`src/rtl/mem_access_stage.sv`:
```
// mem_access_stage: EXE/MEM and MEM/WB pipeline registers with a req/ready
// data-memory handshake. The pipeline stalls while a memory access waits for
// dm_ready.
// Optional feature macro: MEM_TIMEOUT_EN adds a wait-cycle counter that
// abandons an access after TIMEOUT cycles and reports it on mem_timeout.
module mem_access_stage #(
  parameter int DATA_W = 32
`ifdef MEM_TIMEOUT_EN
  ,
  parameter int TIMEOUT = 16
`endif
) (
  input  logic              clk,
  input  logic              rst,
  input  logic              ewreg,
  input  logic              em2reg,
  input  logic              ewmem,
  input  logic [4:0]        ern,
  input  logic [DATA_W-1:0] r,
  input  logic [DATA_W-1:0] eqb,
  output logic              dm_req,
  output logic              dm_we,
  output logic [DATA_W-1:0] dm_addr,
  output logic [DATA_W-1:0] dm_wdata,
  input  logic [DATA_W-1:0] dm_rdata,
  input  logic              dm_ready,
  output logic              mem_stall,
  output logic              wwreg,
  output logic              wm2reg,
  output logic [4:0]        wrn,
  output logic [DATA_W-1:0] walu,
  output logic [DATA_W-1:0] wmo,
`ifdef MEM_TIMEOUT_EN
  output logic              mem_timeout,
`endif
  output logic              align_err
);

  typedef enum logic {
    IDLE   = 1'b0,
    ACCESS = 1'b1
  } state_t;

  state_t state;
  state_t state_next;

  // EXE/MEM register
  logic              mwreg;
  logic              mm2reg;
  logic              mwmem;
  logic [4:0]        mrn;
  logic [DATA_W-1:0] malu;
  logic [DATA_W-1:0] mqb;

  // Classification of the instruction currently presented by EXE
  logic in_memop;
  logic in_aligned;
  logic in_misaligned;
  logic in_access;

  // The access in flight finishes this cycle, either by dm_ready or by timeout
  logic timeout_hit;
  logic load_done;

  assign in_memop      = em2reg | ewmem;
  assign in_aligned    = (r[1:0] == 2'b00);
  assign in_misaligned = in_memop & ~in_aligned;
  assign in_access     = in_memop & in_aligned;

  assign dm_addr  = malu;
  assign dm_wdata = mqb;

  // Only a load that really received data from memory returns dm_rdata
  assign load_done = (state == ACCESS) & mm2reg & dm_ready;

`ifdef MEM_TIMEOUT_EN
  localparam int CNT_W = (TIMEOUT > 1) ? $clog2(TIMEOUT) : 1;

  logic [CNT_W-1:0] wait_cnt;

  assign timeout_hit = (state == ACCESS) & ~dm_ready &
                       (wait_cnt == CNT_W'(TIMEOUT - 1));

  // Wait counter: zero whenever the pipeline advances, counts stalled ACCESS cycles
  always_ff @(posedge clk) begin
    if (rst) begin
      wait_cnt <= '0;
    end else if (mem_stall) begin
      wait_cnt <= wait_cnt + CNT_W'(1);
    end else begin
      wait_cnt <= '0;
    end
  end

  // Sticky flag recording that some access was abandoned
  always_ff @(posedge clk) begin
    if (rst) begin
      mem_timeout <= 1'b0;
    end else if (timeout_hit) begin
      mem_timeout <= 1'b1;
    end
  end
`else
  assign timeout_hit = 1'b0;
`endif

  // FSM state register
  always_ff @(posedge clk) begin
    if (rst) begin
      state <= IDLE;
    end else begin
      state <= state_next;
    end
  end

  // FSM next state and handshake outputs; when the pipeline advances the
  // next state is decided by the instruction entering the M-regs
  always_comb begin
    state_next = state;
    dm_req     = 1'b0;
    dm_we      = 1'b0;
    mem_stall  = 1'b0;
    case (state)
      IDLE: begin
        state_next = in_access ? ACCESS : IDLE;
      end
      ACCESS: begin
        dm_req = 1'b1;
        dm_we  = mwmem;
        if (dm_ready || timeout_hit) begin
          state_next = in_access ? ACCESS : IDLE;
        end else begin
          mem_stall = 1'b1;
        end
      end
      default: begin
        state_next = IDLE;
      end
    endcase
  end

  // EXE/MEM register: captures EXE whenever the pipeline is not frozen; a
  // misaligned load loses its register write here so it can never retire data
  always_ff @(posedge clk) begin
    if (rst) begin
      mwreg  <= 1'b0;
      mm2reg <= 1'b0;
      mwmem  <= 1'b0;
      mrn    <= '0;
      malu   <= '0;
      mqb    <= '0;
    end else if (!mem_stall) begin
      mwreg  <= ewreg & ~(em2reg & in_misaligned);
      mm2reg <= em2reg;
      mwmem  <= ewmem;
      mrn    <= ern;
      malu   <= r;
      mqb    <= eqb;
    end
  end

  // Sticky misalignment flag, raised when a misaligned op enters the M-regs
  always_ff @(posedge clk) begin
    if (rst) begin
      align_err <= 1'b0;
    end else if (!mem_stall && in_misaligned) begin
      align_err <= 1'b1;
    end
  end

  // MEM/WB register: advances with the pipeline, inserts bubbles while stalled
  // so a waiting instruction is written back exactly once
  always_ff @(posedge clk) begin
    if (rst) begin
      wwreg  <= 1'b0;
      wm2reg <= 1'b0;
      wrn    <= '0;
      walu   <= '0;
      wmo    <= '0;
    end else if (!mem_stall) begin
      wwreg  <= mwreg & ~(mm2reg & timeout_hit);
      wm2reg <= mm2reg;
      wrn    <= mrn;
      walu   <= malu;
      wmo    <= load_done ? dm_rdata : '0;
    end else begin
      wwreg  <= 1'b0;
      wm2reg <= 1'b0;
    end
  end

endmodule

```
`config.mk`:
```
export PLATFORM = sky130hd
export DESIGN_NAME = mem_access_stage
export DESIGN_NICKNAME = d
export VERILOG_FILES = /design/src/rtl/mem_access_stage.sv
export SDC_FILE = /design/constraint.sdc
export NUM_CORES = 1
export LEC_CHECK = 0
export ABC_AREA = 1
export BUFFER_PORTS_ARGS = -buffer_cell sky130_fd_sc_hd__buf_2
export CAP_MARGIN = 20
export CORE_ASPECT_RATIO = 0.9
export CORE_UTILIZATION = 30
export CTS_CLUSTER_DIAMETER = 80
export DETAILED_ROUTE_END_ITERATION = 7
export GPL_TIMING_DRIVEN = 0
export PLACE_DENSITY = 0.55
export SLEW_MARGIN = 20
export SYNTH_ARGS = -nofsm -noshare
export SYNTH_HDL_FRONTEND = slang
export SYNTH_SLANG_ARGS = --single-unit
```
`constraint.sdc`:
```
create_clock -name clk -period 1.15 [get_ports clk]
set_input_delay 0.115 -clock clk [delete_from_list [all_inputs] [get_ports clk]]
set_output_delay 0.115 -clock clk [all_outputs]
set_load 0.02 [all_outputs]
```
======== After elaboration in Yosys (flattened, before gate mapping) ========
Index checks and enable logic that the tools add are counted.
operators by class
  reductions and logical operators ........ 4
  mux-type cells .......................... 8
  bitwise operators ....................... 10
operator list
  operator           number
  $mux 32            1
  $and 1x1->1        6
  $mux 1             6
  $not 1->1          3
  $logic_not 2->1    1
  $pmux 1 s2         1
  $reduce_or 2->1    1
  $logic_and 1x1->1  1
  $logic_not 1->1    1
  $or 1x1->1         1
storage, ports and cells
  word-level logic and storage cells ...... 35
  bits of input ports ..................... 107
  output and inout port bits .............. 139
  register bits after elaboration ......... 145

======== Depth between registers and ports, before layout ========
  depth in word-level cells ............... 6
  gate-level depth with buffers ........... 8
  mapped depth without buffers ............ 5

======== Worst setup path after synthesis ========
OpenSTA, ideal clock, no wires.
  path kind ............................... flip-flop to flip-flop
  start ................................... register state
  end ..................................... register mqb[0], in the netlist dm_wdata[0]
  buffers on the path ..................... 3
  setup time .............................. 116 ps
  arrival time ............................ 1,151 ps
  period minus slack after synthesis ...... 1,267 ps
  setup slack ............................. -117 ps
  required time ........................... 1,034 ps
  cell stages (with the launch flop) ...... 7
  cell sequence ........................... dfxtp_1 -> buf_4 -> nand2_4 -> buf_4 -> clkbuf_2 -> o21ai_0 -> nor2_1
between the ends
  word-level cells in the longest chain between the ends .. 1
RTL lines
  item                    RTL line  source
  start, declared         44        state_t state;
  start signal, assigned  112       state <= state_next;
  $mux 1                  123       case (state)
  end signal, assigned    158       mqb <= eqb;
  end, declared           53        logic [DATA_W-1:0] mqb;
Every way passes these cells.
A chain may end at the register's enable or synchronous reset.

======== Worst setup path after layout ========
  start ................................... register state
  end ..................................... output mem_stall
between the ends
  word-level cells in the longest chain between the ends .. 1
RTL lines
  item           RTL line  source
  $mux 1         123
  end, declared  27        output logic mem_stall,
Every way passes these cells.

==> impl_metrics.env <==
export IMPL_drv_cap=0
export IMPL_cp_start_kind="register"
export IMPL_globalplace_congestion=0.7594
export IMPL_outcome="finished, violations left"
export IMPL_yosysTopAreaCellShare_pct=56.28
export IMPL_power_leakage_nw=4.121
export IMPL_grt_use_met2_pct=35.29
export IMPL_layout_drive_gt1_share_pct=35.29
export IMPL_period_share_pct=116.7
export IMPL_synth_top_family_by_area="simple AND/OR/NAND/NOR gates"
export IMPL_yosys_warnings=0
export IMPL_clk_pin_slew_worst_paths_ps=60
export IMPL_cp_required_ps=1030
export IMPL_die_area_um2=17720
export IMPL_rows=45
export IMPL_vias=5725
export IMPL_avgSynthCellArea_um2=7.996
export IMPL_path_max_fanout=3
export IMPL_synth_compound_area_share_pct=13.97
export IMPL_violations="negative setup slack"
export IMPL_max_stage_delay_ps=370
export IMPL_overflow=0
export IMPL_crit_path_end_kind="output port"
export IMPL_route_detailed_drc=0
export IMPL_ir_drop_mv=0.9708
export IMPL_netlist_area_um2=5157
export IMPL_placed_area_um2=6645
export IMPL_fill_cells=1605
export IMPL_grt_antenna_before_repair=1
export IMPL_slew_limit_headroom_pct=60.50
export IMPL_numCtsBuffers=17
export IMPL_final_cell_area_um2=8840
export IMPL_ios=246
export IMPL_critical_path_class="register to output port"
export IMPL_coreArea_um2=16830
export IMPL_vias_per_cell=4.587
export IMPL_slew_viol_final=0
export IMPL_clock_latency_ps=420
export IMPL_dpl_hpwl_um=12390
export IMPL_worstMarginPinSlew_ps=592.5
export IMPL_hold_ws_ps=15.79
export IMPL_drtPass1Iterations=6
export IMPL_setup_viol=114
export IMPL_final_hold_viol_count=0
export IMPL_grt_use_met1_pct=24.95
export IMPL_initial_core_util_pct=30.64
export IMPL_synthCells=645
export IMPL_synth_mux_area_share_pct=0
export IMPL_h_tree_depth=4
export IMPL_diodes=0
export IMPL_grt_max_degree=17
export IMPL_grt_pass1_wl_um=28660
export IMPL_synth_fa_ha_area_share_pct=0
export IMPL_ys_seq_elements=145
export IMPL_cellPowerDensity_nw_per_um2=1496
export IMPL_grt_busiest_layer="met2"
export IMPL_clock_path_buffers=2
export IMPL_syn_nets=752
export IMPL_grt_setup_unrepaired="true"
export IMPL_seq_area_um2=2910
export IMPL_ys_seq_area_share_pct=56.28
export IMPL_worst_slack_ps=-192.5
export IMPL_worstPathArrival_ps=1230
export IMPL_wl_per_cell_um=14.82
export IMPL_root_buffer="clkbuf_16"
export IMPL_die_height_um=126.4
export IMPL_finalNetCount=1131
export IMPL_syn2layout_area_growth_pct=71.40
export IMPL_multi_input_area_um2=2027
export IMPL_min_path_type="input pin to register"
export IMPL_place_inst=1099
export IMPL_clock_skew_ps=9.824
export IMPL_dr_first_iter_drc_count=260
export IMPL_yosys_top_cells_area="dfxtp_1 56%, nor2_1 15%, o21ai_0 10%, nand4_1 3.9%, a21oi_1 3.5%"
export IMPL_synth_xor_area_share_pct=0
export IMPL_ys_types=16
export IMPL_critical_path_top_delay_family="buffers and inverters"
export IMPL_path_cells="nand2_8 > inv_4 > buf_12 > buf_8 > buf_6"
export IMPL_numPortBuffers=243
export IMPL_grt_pass1_vias=5565
export IMPL_met3_usage_pct=7.173
export IMPL_clock_sinks=145
export IMPL_yosys_area_share_simple_pct=22.88
export IMPL_synth_top_cell_by_area="dfxtp_1"
export IMPL_max_freq_mhz=744.9
export IMPL_fin_cells=1248
export IMPL_cp_num_buf_inv=4
export IMPL_critPathSlowestCell="dfxtp_4"
export IMPL_period_minus_slack_ps=1342
export IMPL_cts_tree="yes"
export IMPL_wl_um=18500
export IMPL_ant_nets=0
export IMPL_die_w_um=140.2
export IMPL_grtUsageTotal_pct=20.67
-- worst min-delay path, delay by kind of cell --
| kind | cells | cell delay (ps) |
|---|---|---|
| buffers and inverters | 2 | 160 |
| AO/OA/AOI/OAI | 1 | 120 |
-- repair_timing --
item                                    CTS  global route
pin swaps                                 3             5
hold endpoints to repair                103             0
hold buffers                            102             0
endpoints found under the setup margin  138           148
buffers inserted                          8             3
gates resized for setup                 121            53
gates cloned                              3             2
-- layout make-up --
type	instances	share of cell area, %
flip-flops and latches	145	32.92
well taps	211	2.987
clock buffers	20	5.053
multi-input cells	433	22.93
plain buffers	54	5.520
inverters	12	0.5945
repair buffers	361	27.94
clock inverters	12	2.052
-- through the flow --
step	utilization (%)	power [mW]	setup TNS, ps	setup WS, ps
6_report	52.51	13.22	-6944	-192.5
5_1_grt	52.51	13.74	-15890	-236.0
4_1_cts	51.66	13.28	-16740	-311.9
3_5_place_dp	39.47	6.921	-15320	-209.2
3_3_place_gp	39.47	6.911	-15120	-193.3
2_1_floorplan	-	6.311	0	6.728
-- layout by cell type, fill, tap and decap left out, drive strengths merged, types with 4 or more instances in the layout --
cell type    synthesis  final
nor2               212    212
buf                 25    284
nand3                6      6
dfxtp              145    145
nand2               39     39
clkbuf              30     49
a21oi               36     36
o21ai              108    108
nand4               32     32
inv                 12     14
bufinv               0      4
clkinv               0      5
dlygate4sd3          0    102
-- report_power, final --
group	internal, mW	total (mW)	switching, mW
Clock	3.71	5.95	2.24
Combinational	0.845	1.83	0.989
Sequential	5.28	5.43	0.154
Total	9.83	13.2	3.39
-- routing by layer --
layer | routed length, um | share of wire, %
met2 | 8745 | 47
met1 | 8228 | 44
met5 | 13 | 0.070
met4 | 131 | 0.71
met3 | 1379 | 7.5
-- worst paths after layout --
check                         startpoint                  endpoint  slack, ps  cells past startpoint
setup reg to reg        state$_SDFF_PP0_  dm_wdata[3]$_SDFFE_PP0N_       -110                      6
hold reg to reg   align_err$_SDFFE_PP0P_    align_err$_SDFFE_PP0P_        450                      2
setup / recovery        state$_SDFF_PP0_                 mem_stall       -190                      5
hold / removal                     ewmem        mwmem$_SDFFE_PP0N_         20                      3
-- synthesized netlist by cell type --
cell      count
nor2_1      212
dfxtp_1     145
o21ai_0     108
nand2_1      38
a21oi_1      36
nand4_1      32
clkbuf_1     23
buf_4        14
inv_1         9
buf_2         7
clkbuf_2      7
nand3_1       6
buf_6         4
inv_2         2
inv_4         1
nand2_4       1
-- cells by family (layout without fill, tap and decap cells) --
group                  count (synthesis)  after routing
AND/OR/NAND/NOR                      289            289
flip-flops                           145            145
AO/OA/AOI/OAI                        144            144
buffers and inverters                 67            459
-- registers in the layout, indices dropped and copies added (netlist names) --
register   count
dm_addr       32
dm_wdata      32
walu          32
wmo           32
mrn            5
wrn            5
align_err      1
mm2reg         1
mwmem          1
mwreg          1
state          1
wm2reg         1
wwreg          1
No activity file was read; power rests on OpenSTA's default activity.
